File: config.mk
export PLATFORM = sky130hd
export DESIGN_NAME = memory_arbiter
export DESIGN_NICKNAME = d
export VERILOG_FILES = /design/src/rtl/cpu_types_pkg.sv /design/src/rtl/memory_arbiter_wait_timer.sv /design/src/rtl/memory_arbiter.sv
export SDC_FILE = /design/constraint.sdc
export NUM_CORES = 1
export LEC_CHECK = 0
export CELL_PAD_IN_SITES_DETAIL_PLACEMENT = 1
export CELL_PAD_IN_SITES_GLOBAL_PLACEMENT = 1
export CORE_ASPECT_RATIO = 1.75
export CORE_MARGIN = 10
export CORE_UTILIZATION = 31
export CTS_CLUSTER_DIAMETER = 120
export CTS_CLUSTER_SIZE = 20
export DETAILED_ROUTE_END_ITERATION = 8
export PLACE_DENSITY = 0.91
export REMOVE_ABC_BUFFERS = 1
export SYNTH_ARGS = -nofsm -noshare
export SYNTH_HDL_FRONTEND = slang
export SYNTH_SLANG_ARGS = --single-unit
File: constraint.sdc
create_clock -name CLK -period 4.5 [get_ports CLK]
set_input_delay 0.675 -clock CLK [delete_from_list [all_inputs] [get_ports CLK]]
set_output_delay 0.675 -clock CLK [all_outputs]
set_load 0.005 [all_outputs]
File: src/rtl/cpu_types_pkg.sv
// Shared CPU types: words, RAM handshake states and
// the memory arbiter state encoding.
package cpu_types_pkg;

  typedef logic [31:0] word_t;

  typedef enum logic [1:0] {
    FREE,
    BUSY,
    ACCESS,
    ERROR
  } ramstate_t;

  typedef enum logic [2:0] {
    IDLE,
    DREQ,
    IREQ,
    DONE,
    ERR
  } arb_state_t;

endpackage

File: src/rtl/memory_arbiter_wait_timer.sv
// Saturating wait counter for one RAM access;
// expired flags the last allowed wait cycle.
module wait_timer #(
  parameter int TIMEOUT = 64
) (
  input  logic clk,
  input  logic rst,
  input  logic clear,
  input  logic enable,
  output logic expired
);

  localparam int W = (TIMEOUT > 2) ? $clog2(TIMEOUT) : 1;
  localparam logic [W-1:0] LAST = W'(TIMEOUT - 1);

  logic [W-1:0] count;

  // count wait cycles, holding at the last value
  always_ff @(posedge clk) begin
    if (rst || clear) begin
      count <= '0;
    end else if (enable && count != LAST) begin
      count <= count + 1'b1;
    end
  end

  assign expired = (count == LAST);

endmodule

File: src/rtl/memory_arbiter.sv
// Serialises data and fetch requests onto one RAM
// port; data wins, errors and timeouts are sticky.
module memory_arbiter
  import cpu_types_pkg::*;
#(
  parameter int TIMEOUT = 64
) (
  input  logic        CLK,
  input  logic        RST,
  input  logic        halt,
  input  logic        iREN,
  input  logic [31:0] iaddr,
  output logic        ihit,
  output logic [31:0] iload,
  input  logic        dREN,
  input  logic        dWEN,
  input  logic [31:0] daddr,
  input  logic [31:0] dstore,
  output logic        dhit,
  output logic [31:0] dload,
  output logic        ramREN,
  output logic        ramWEN,
  output logic [31:0] ramaddr,
  output logic [31:0] ramstore,
  input  logic [31:0] ramload,
  input  logic [1:0]  ramstate,
  output logic        merr
);

  arb_state_t state;
  arb_state_t next;
  word_t      addr_q;
  word_t      wdata_q;
  word_t      iload_q;
  word_t      dload_q;
  logic       wr_q;
  logic       data_q;
  logic       busy;
  logic       held;
  logic       expired;
  logic       dreq;
  logic       ireq;
  ramstate_t  rs;

  assign rs   = ramstate_t'(ramstate);
  assign busy = (state == DREQ) || (state == IREQ);
  assign dreq = dREN | dWEN;
  assign ireq = iREN & ~halt;
  assign held = (state == DREQ) ? dreq : iREN;

  wait_timer #(
    .TIMEOUT(TIMEOUT)
  ) u_timer (
    .clk    (CLK),
    .rst    (RST),
    .clear  (~busy),
    .enable (busy),
    .expired(expired)
  );

  // next state: ACCESS beats error/timeout beats abort
  always_comb begin
    next = state;
    unique case (state)
      IDLE: begin
        if (dreq)      next = DREQ;
        else if (ireq) next = IREQ;
      end
      DREQ, IREQ: begin
        if (rs == ACCESS)
          next = DONE;
        else if (rs == ERROR || expired)
          next = ERR;
        else if (!held)
          next = IDLE;
      end
      DONE:    next = IDLE;
      ERR:     next = ERR;
      default: next = IDLE;
    endcase
  end

  // state, request latches and load registers
  always_ff @(posedge CLK) begin
    if (RST) begin
      state   <= IDLE;
      addr_q  <= '0;
      wdata_q <= '0;
      wr_q    <= 1'b0;
      data_q  <= 1'b0;
      iload_q <= '0;
      dload_q <= '0;
    end else begin
      state <= next;
      if (state == IDLE) begin
        if (dreq) begin
          addr_q  <= daddr;
          wdata_q <= dstore;
          wr_q    <= dWEN;
          data_q  <= 1'b1;
        end else if (ireq) begin
          addr_q <= iaddr;
          wr_q   <= 1'b0;
          data_q <= 1'b0;
        end
      end
      if (busy && rs == ACCESS) begin
        if (data_q) dload_q <= ramload;
        else        iload_q <= ramload;
      end
    end
  end

  assign ramREN   = busy & ~wr_q;
  assign ramWEN   = (state == DREQ) & wr_q;
  assign ramaddr  = busy ? {addr_q[31:2], 2'b00} : '0;
  assign ramstore = ramWEN ? wdata_q : '0;
  assign ihit     = (state == DONE) & ~data_q;
  assign dhit     = (state == DONE) & data_q;
  assign iload    = iload_q;
  assign dload    = dload_q;
  assign merr     = (state == ERR);

endmodule

* Yosys cells after proc, flatten, opt, wreduce, memory -nomap -nowiden *
Cells that the tools add are included.

word-level totals
  input port bits = 136
  logic and storage cells = 56
  register bits = 139
  output and inout bits = 133

operators by class
  add/subtract/negate cells = 1
  equal/unequal tests = 10
  bitwise operators = 10
  multiplexer cells = 14
  reductions and logical operators = 13

operators by type and width
  kind                                                              number
  32-bit two-way mux                                                4
  3-bit two-way mux                                                 5
  2-bit AND reduction                                               5
  3-bit one-hot mux with 3 select lines                             1
  6-bit by 1-bit adder with 6-bit output (second input constant)    1
  3-bit by 2-bit == test with 1-bit output (second input constant)  2
  6-bit == test (second input constant)                             1
  6-bit != test (second input constant)                             1
  1-bit AND                                                         5
  2-bit == test (second input constant)                             2
  1-bit two-way mux                                                 4
  4-bit != test (second input constant)                             1
  1-bit NOT                                                         4
  3-bit by 1-bit == test with 1-bit output (second input constant)  1
  3-bit == test (second input constant)                             1
  3-bit logical NOT                                                 1
  1-bit logical OR                                                  3
  3-bit != test (second input constant)                             1
  1-bit logical AND                                                 2
  2-bit nonzero test                                                1
  2-bit OR reduction                                                1
  1-bit OR                                                          1

* Logic depth before layout (Yosys ltp) *
Gate-level depths: netlist of run 1.

  word-level depth = 6
  mapped depth = 7
  depth with buffers taken out = 5

* By module *
Synthesis of run 1 repeated with hierarchy kept, for this count alone.

unflattened totals
  cell total of the unflattened synthesis = 698
  area, all modules = 5952.0 sq um

modules (own cells, without submodules)
  module          seq. area each (sq um)  times used  cells each  area an instance (sq um)
  memory_arbiter  2622.5                  1           666         5652.9
  wait_timer      120.1                   1           32          299.0

* Least setup slack after synthesis of run 1 *
No wires, ideal clock.

  kind = input to register
  from = input port ramstate[0]
  to = register iload_q[10] (netlist: iload[10])
  setup time = 0.132 ns
  buffers on the path = 2
  data arrival time = 1.764 ns
  stages on the path = 6
  required time = 4.368 ns
  path slack = 2.604 ns
  cells stage by stage = or3b_1 > or3_1 > clkbuf_1 > buf_2 > nand2_1 > a21oi_1

between the ends
  cells in the longest elaborated chain, start to end = 3

RTL lines
  item                                  line                   RTL
  from (decl)                           memory_arbiter.sv:26   input logic [1:0] ramstate,
  2-bit == test                         memory_arbiter.sv:107  if (busy && rs == ACCESS) begin
  1-bit logical AND                     memory_arbiter.sv:107
  2-bit AND reduction (no source line)  -
  to (signal assigned)                  memory_arbiter.sv:109  else iload_q <= ramload;
  to (decl)                             memory_arbiter.sv:34   word_t iload_q;

No other way between the ends.
A chain may end at the register's enable or synchronous reset.

* Worst setup path in the final report of run 1 *
  from = register state[0]
  to = output port ramaddr[10]

between the ends
  cells in the longest elaborated chain, start to end = 3
  elaborated cells on any way between the ends = 4
  those cells by class = 2 x eq/ne; 1 x mux; 1 x reduce/logical

RTL lines
  item                                                                                                         line                   RTL
  from (decl)                                                                                                  memory_arbiter.sv:30   arb_state_t state;
  from (signal assigned)                                                                                       memory_arbiter.sv:94   state <= next;
  3-bit by 1-bit == test with 1-bit output / 3-bit by 2-bit == test with 1-bit output (equally long branches)  memory_arbiter.sv:46   assign busy = (state == DREQ) || (state == IREQ);
  1-bit logical OR *                                                                                           memory_arbiter.sv:46
  32-bit two-way mux *                                                                                         memory_arbiter.sv:116  assign ramaddr = busy ? {addr_q[31:2], 2'b00} : '0;
  to (decl)                                                                                                    memory_arbiter.sv:23   output logic [31:0] ramaddr,

Every way passes the cells marked *; elsewhere a longest branch is shown, timed or not.

==> impl_metrics.env, run 1 <==
export IMPL_initial_core_util_pct=31.7
export IMPL_worst_ep_arrival_ns=2.40
export IMPL_cp_buffers_inverters=2
export IMPL_design_die_area_um2=25200
export IMPL_grt_setup_unrepaired="false"
export IMPL_timing_hold_worst_class="reg2reg"
export IMPL_cts_hold_fix_buffers=0
export IMPL_critPathRequiredTime_ns=3.83
export IMPL_post_synth_instance_area_um2=5910
export IMPL_slew_violations=0
export IMPL_cts_buffers_inserted=17
export IMPL_layout_drive_gt1_share_pct=8.20
export IMPL_cts_resized_gates=0
export IMPL_cts_htree_levels=4
export IMPL_postSynthCellCount=743
export IMPL_grt_max_degree=78
export IMPL_core_um2=18700
export IMPL_die_width_um=124
export IMPL_yosysSeqAreaShare_pct=46.4
export IMPL_avgSynthCellArea_um2=7.96
export IMPL_cts_path_max_buffers=2
export IMPL_fin_worst_hold_slack_ns=0.449
export IMPL_fillers=2196
export IMPL_clock_skew_ns=0.0125
export IMPL_area_sequential_um2=2740
export IMPL_netlist_cell_type_count=45
export IMPL_grt_remaining_overflow=0
export IMPL_setup_worst_path_class="reg2out"
export IMPL_status="finished, final reports clean"
export IMPL_dpl_worst_slack_ns=1.60
export IMPL_powerDensity_nw_per_um2=399
export IMPL_total_power_mw=3.71
export IMPL_dp_hpwl_mm=17.2
export IMPL_maximum_cell_stage_delay_along_the_critical_path_ns=0.58
export IMPL_drt_initial_drc_count=365
export IMPL_finalWorstPathRequiredPeriod_ns=3.08
export IMPL_endpoint_kind="primary output"
export IMPL_tightest_slew_ns=0.780
export IMPL_commonest_non_fill_non_tap_cell_in_the_layout="sky130_fd_sc_hd__clkdlybuf4s50_1"
export IMPL_route_detailed_wl_per_inst_um=19.3
export IMPL_static_leakage_power_nw=3.26
export IMPL_drt_antenna_violating_nets=0
export IMPL_worst_setup_hold_path_clk_slew_ns=0.06
export IMPL_timing_final_hold_violations=0
export IMPL_dpl_instance_area_um2=8660
export IMPL_synth_async_sr_flop_share_pct=0
export IMPL_synth_seq_cells=137
export IMPL_skew_pair_late_insertion_delay_ns=0.43
export IMPL_clock_sinks=137
export IMPL_timing_critical_path_fanout_max=31
export IMPL_yosys_warnings=0
export IMPL_critical_path_slowest_cell="sky130_fd_sc_hd__clkdlybuf4s50_1"
export IMPL_drv_cap=0
export IMPL_buffer_ports_inserted=262
export IMPL_multiInputGateArea_um2=2890
export IMPL_antenna_found_initial=5
export IMPL_final_net_count=1112
export IMPL_fin_ws_ns=1.42
export IMPL_utilization_pct=49.9
export IMPL_die_height_um=203
export IMPL_synthToLayoutAreaGrowth_pct=57.4
export IMPL_first_global_vias=6485
export IMPL_dominantRegCellSynth="sky130_fd_sc_hd__dfxtp_1"
export IMPL_place_inst=1194
export IMPL_drt_vias_per_instance=4.96
export IMPL_final_cell_mix="sky130_fd_sc_hd__clkdlybuf4s50_1, sky130_fd_sc_hd__nand2_1, sky130_fd_sc_hd__dfxtp_1, sky130_fd_sc_hd__a21oi_1, sky130_fd_sc_hd__and2_1"
export IMPL_vias_after_detailed_routing=6105
export IMPL_setup_viol=0
export IMPL_grt_first_pass_wirelength_mm=36.5
export IMPL_timing_final_crit_share_pct=68.4
export IMPL_fin_setup_tns_ns=0
export IMPL_peakVddDrop_mv=0.191
export IMPL_final_design_area_no_fill_um2=9310
export IMPL_detail_route_first_pass_iterations=4
export IMPL_synth_enable_flop_cells=0
export IMPL_cts_root_buf="sky130_fd_sc_hd__clkbuf_16"
export IMPL_wl_mm=23.7
export IMPL_drc_errors=0
export IMPL_worstPathCellList="xnor2_1 > nor2_1 > buf_4 > and2_1 > clkdlybuf4s50_1"
export IMPL_globalRouteTotalUtil_pct=17.9
export IMPL_achievable_frequency_mhz=325
export IMPL_worst_setup_path_start_kind="register"
export IMPL_gp_congestion=0.785
export IMPL_post_cts_repair_setup_buffers=0
export IMPL_slew_headroom_pct=48.0
export IMPL_row_count=66
export IMPL_finish_cell_count_without_fillers=1231
export IMPL_pin_count=269
export IMPL_tritoncts="yes"
export IMPL_critPathTopFamily="buffers and inverters"
[where the power goes]
part | internal, mW | switching (mW) | total [mW]
registers | 1.33 | 0.0661 | 1.40
logic | 0.378 | 0.407 | 0.784
clock network | 0.940 | 0.590 | 1.53
total | 2.65 | 1.06 | 3.71
[worst paths after layout]
check	from	endpoint	slack (ns)	cells past startpoint
worst max register to register	state[0]$_SDFFE_PP0P_	addr_q[23]$_SDFFE_PP0P_	2.26	5
worst min register to register	wdata_q[12]$_SDFFE_PP0P_	wdata_q[12]$_SDFFE_PP0P_	0.45	2
worst max-delay path	state[0]$_SDFFE_PP0P_	ramaddr[10]	1.42	5
worst min-delay path	wdata_q[12]$_SDFFE_PP0P_	wdata_q[12]$_SDFFE_PP0P_	0.45	2
[registers in the layout, summed over array words and instances, names as in the netlist]
signal and flops:
state 3, wdata_q 32, wr_q 1, addr_q 30, iload 32, u_timer.count 6
dload 32, data_q 1
[worst register-to-register path: stages, from the launching register on]
cell	delay (ns)
sky130_fd_sc_hd__dfxtp_1	0.42
sky130_fd_sc_hd__or3_4	0.46
sky130_fd_sc_hd__a21oi_4	0.11
sky130_fd_sc_hd__buf_4	0.60
sky130_fd_sc_hd__nor2_1	0.23
sky130_fd_sc_hd__a311oi_2	0.32
[synthesized netlist by cell type, types with 3 or more instances]
master	count	share of area, %
sky130_fd_sc_hd__o21ai_0	34	2.9
sky130_fd_sc_hd__nand3_1	4	0.34
sky130_fd_sc_hd__nor2_1	38	2.4
sky130_fd_sc_hd__buf_6	3	0.57
sky130_fd_sc_hd__buf_4	5	0.63
sky130_fd_sc_hd__nor3b_1	3	0.38
sky130_fd_sc_hd__buf_2	14	1.2
sky130_fd_sc_hd__dfxtp_1	137	46
sky130_fd_sc_hd__nand2_1	228	14
sky130_fd_sc_hd__and2_1	62	6.6
sky130_fd_sc_hd__nor3_1	5	0.42
sky130_fd_sc_hd__a21oi_1	102	8.6
sky130_fd_sc_hd__a311oi_2	29	7.4
sky130_fd_sc_hd__clkbuf_1	40	2.5
[cell type report]
type	count	area share (%)
repair buffers	274	29.2
clock inverters	15	2.30
clock buffers	17	4.57
flip-flops and latches	137	29.5
well taps	238	3.20
inverters	2	0.0806
diodes	5	0.134
multi-input cells	543	31.0
[metal layers]
| layer | global-route usage [%] | wire length [µm] |
|---|---|---|
| met5 | 0 | 0 |
| met4 | 10.8 | 1060 |
| met3 | 5.16 | 1220 |
| met2 | 33.7 | 13100 |
| met1 | 16.5 | 8330 |
[kinds of logic after synthesis]
family / count (synthesis) / synth area share [%]
mux: 1 / 0.169
buf+inv: 64 / 5.06
other cells: 1 / 0.0634
flops: 137 / 46.4
simple gates: 357 / 26.8
xor+xnor: 3 / 0.444
fa+ha+maj: 1 / 0.212
compound gates: 179 / 20.9
Note: power is estimated with default switching activity, not from simulation.
==> run 2: changes to the inputs <==
--- a/config.mk
+++ b/config.mk
@@ -9,11 +9,11 @@
 export CELL_PAD_IN_SITES_GLOBAL_PLACEMENT = 1
 export CORE_ASPECT_RATIO = 1.75
 export CORE_MARGIN = 10
-export CORE_UTILIZATION = 31
+export CORE_UTILIZATION = 29
 export CTS_CLUSTER_DIAMETER = 120
 export CTS_CLUSTER_SIZE = 20
 export DETAILED_ROUTE_END_ITERATION = 8
-export PLACE_DENSITY = 0.91
+export PLACE_DENSITY = 0.86
 export REMOVE_ABC_BUFFERS = 1
 export SYNTH_ARGS = -nofsm -noshare
 export SYNTH_HDL_FRONTEND = slang
==> constraint.sdc (replaced) <==
create_clock -name CLK -period 3.1 [get_ports CLK]
set_input_delay 0.465 -clock CLK [delete_from_list [all_inputs] [get_ports CLK]]
set_output_delay 0.465 -clock CLK [all_outputs]
set_load 0.005 [all_outputs]
==> impl_metrics.env, run 2 (synthesized netlist as in run 1, its figures left out) <==
export IMPL_status="finished, final reports clean"
export IMPL_route_detailed_wl_per_inst_um=18.4
export IMPL_static_leakage_power_nw=3.27
export IMPL_final_cell_mix="sky130_fd_sc_hd__clkdlybuf4s50_1, sky130_fd_sc_hd__nand2_1, sky130_fd_sc_hd__dfxtp_1, sky130_fd_sc_hd__a21oi_1, sky130_fd_sc_hd__and2_1"
export IMPL_cts_resized_gates=0
export IMPL_post_cts_repair_setup_buffers=0
export IMPL_peakVddDrop_mv=0.378
export IMPL_core_um2=20200
export IMPL_drc_errors=0
export IMPL_worst_setup_path_start_kind="register"
export IMPL_fin_setup_tns_ns=0
export IMPL_worst_setup_hold_path_clk_slew_ns=0.06
export IMPL_pin_count=269
export IMPL_design_die_area_um2=26700
export IMPL_critical_path_slowest_cell="sky130_fd_sc_hd__and4bb_2"
export IMPL_cts_htree_levels=4
export IMPL_clock_skew_ns=0.00601
export IMPL_timing_final_hold_violations=0
export IMPL_critPathRequiredTime_ns=2.63
export IMPL_globalRouteTotalUtil_pct=16.9
export IMPL_vias_after_detailed_routing=6076
export IMPL_achievable_frequency_mhz=350
export IMPL_grt_first_pass_wirelength_mm=35.9
export IMPL_maximum_cell_stage_delay_along_the_critical_path_ns=0.66
export IMPL_cts_root_buf="sky130_fd_sc_hd__clkbuf_16"
export IMPL_tightest_slew_ns=0.563
export IMPL_row_count=69
export IMPL_commonest_non_fill_non_tap_cell_in_the_layout="sky130_fd_sc_hd__clkdlybuf4s50_1"
export IMPL_finalWorstPathRequiredPeriod_ns=2.85
export IMPL_grt_max_degree=75
export IMPL_layout_drive_gt1_share_pct=8.26
export IMPL_setup_worst_path_class="reg2out"
export IMPL_first_global_vias=6470
export IMPL_cp_buffers_inverters=1
export IMPL_detail_route_first_pass_iterations=4
export IMPL_gp_congestion=0.781
export IMPL_cts_hold_fix_buffers=0
export IMPL_timing_critical_path_fanout_max=33
export IMPL_skew_pair_late_insertion_delay_ns=0.42
export IMPL_clock_sinks=137
export IMPL_cts_path_max_buffers=2
export IMPL_die_width_um=128
export IMPL_worst_ep_arrival_ns=2.39
export IMPL_slew_violations=0
export IMPL_tritoncts="yes"
export IMPL_synthToLayoutAreaGrowth_pct=57.1
export IMPL_drt_antenna_violating_nets=0
export IMPL_grt_setup_unrepaired="false"
export IMPL_critPathTopFamily="simple AND/OR/NAND/NOR gates"
export IMPL_die_height_um=209
export IMPL_timing_hold_worst_class="in2reg"
export IMPL_timing_final_crit_share_pct=92.1
export IMPL_antenna_found_initial=1
export IMPL_setup_viol=0
export IMPL_drt_initial_drc_count=258
export IMPL_initial_core_util_pct=29.3
export IMPL_dp_hpwl_mm=17.2
export IMPL_dpl_worst_slack_ns=0.668
export IMPL_drt_vias_per_instance=4.89
export IMPL_buffer_ports_inserted=262
export IMPL_powerDensity_nw_per_um2=553
export IMPL_slew_headroom_pct=62.4
export IMPL_grt_remaining_overflow=0
export IMPL_drv_cap=0
export IMPL_final_net_count=1118
export IMPL_endpoint_kind="primary output"
export IMPL_cts_buffers_inserted=17
export IMPL_fin_ws_ns=0.246
export IMPL_worstPathCellList="and4bb_2 > and2_1 > clkdlybuf4s50_1"
export IMPL_wl_mm=22.8
run 2: cell count changes in the layout (fill, tap and decap cells not counted), moves of 2 or more:
cell | previous run | this run
sky130_fd_sc_hd__clkinv_2 | 0 | 4
sky130_fd_sc_hd__clkbuf_8 | 0 | 2
sky130_fd_sc_hd__clkinvlp_4 | 4 | 1
sky130_fd_sc_hd__bufinv_16 | 4 | 2
sky130_fd_sc_hd__clkbuf_1 | 0 | 4
sky130_fd_sc_hd__inv_6 | 5 | 0
sky130_fd_sc_hd__diode_2 | 5 | 1
sky130_fd_sc_hd__buf_4 | 12 | 17
run 2: through the flow:
| step | hold WS, ns | instances | utilization (%) | power [mW] | cell area [µm²] |
|---|---|---|---|---|---|
| 2_1_floorplan | 0.426 | 682 | - | 2.58 | 5630 |
| 3_3_place_gp | 0.437 | 1210 | 43.2 | 3.19 | 8730 |
| 3_5_place_dp | 0.443 | 1210 | 43.2 | 3.23 | 8730 |
| 4_1_cts | 0.379 | 1241 | 46.0 | 5.23 | 9290 |
| 5_1_grt | 0.386 | 1242 | 46.0 | 5.43 | 9290 |
| 6_report | 0.390 | 1242 | 46.0 | 5.14 | 9290 |
run 2: metal layers:
layer | track usage (%) | vias to the layer above | share of wire [%]
li1 | - | 2947 | -
met1 | 16.2 | 2911 | 35
met2 | 31.3 | 176 | 55
met3 | 5.40 | 42 | 6.4
met4 | 8.03 | 0 | 3.2
met5 | 0 | - | 0
run 2: final cells by class:
type,instances,area [µm²]
Clock buffer,23,468
Clock inverter,8,96.3
Multi-Input combinational cell,543,2890
Fill cell,2385,10900
Inverter,2,7.51
Antenna cell,1,2.50
Timing Repair Buffer,280,2780
Tap cell,248,310
Sequential cell,137,2740
run 2: path summary, 6_finish.rpt:
check | startpoint | end | slack, ns | cells past startpoint
max | state[0]$_SDFFE_PP0P_ | ramstore[27] | 0.25 | 3
min | RST | iload[29]$_SDFFE_PP0P_ | 0.39 | 2
max reg2reg | state[2]$_SDFFE_PP0P_ | iload[5]$_SDFFE_PP0P_ | 1.27 | 6
min reg2reg | wdata_q[16]$_SDFFE_PP0P_ | wdata_q[16]$_SDFFE_PP0P_ | 0.45 | 2
run 2: worst reg2reg max path, cell delays in order, from the launching register on:
cell and delay, ns:
sky130_fd_sc_hd__dfxtp_1 0.30, sky130_fd_sc_hd__buf_4 0.17, sky130_fd_sc_hd__or3b_1 0.45, sky130_fd_sc_hd__or3_1 0.33, sky130_fd_sc_hd__buf_4 0.25, sky130_fd_sc_hd__nand2_1 0.13
sky130_fd_sc_hd__a21oi_1 0.07
run 2: power breakdown:
| part | internal (mW) | switching, mW | total (mW) |
|---|---|---|---|
| registers | 1.93 | 0.0888 | 2.02 |
| logic | 0.562 | 0.590 | 1.15 |
| clock network | 1.22 | 0.751 | 1.97 |
| total | 3.71 | 1.43 | 5.14 |
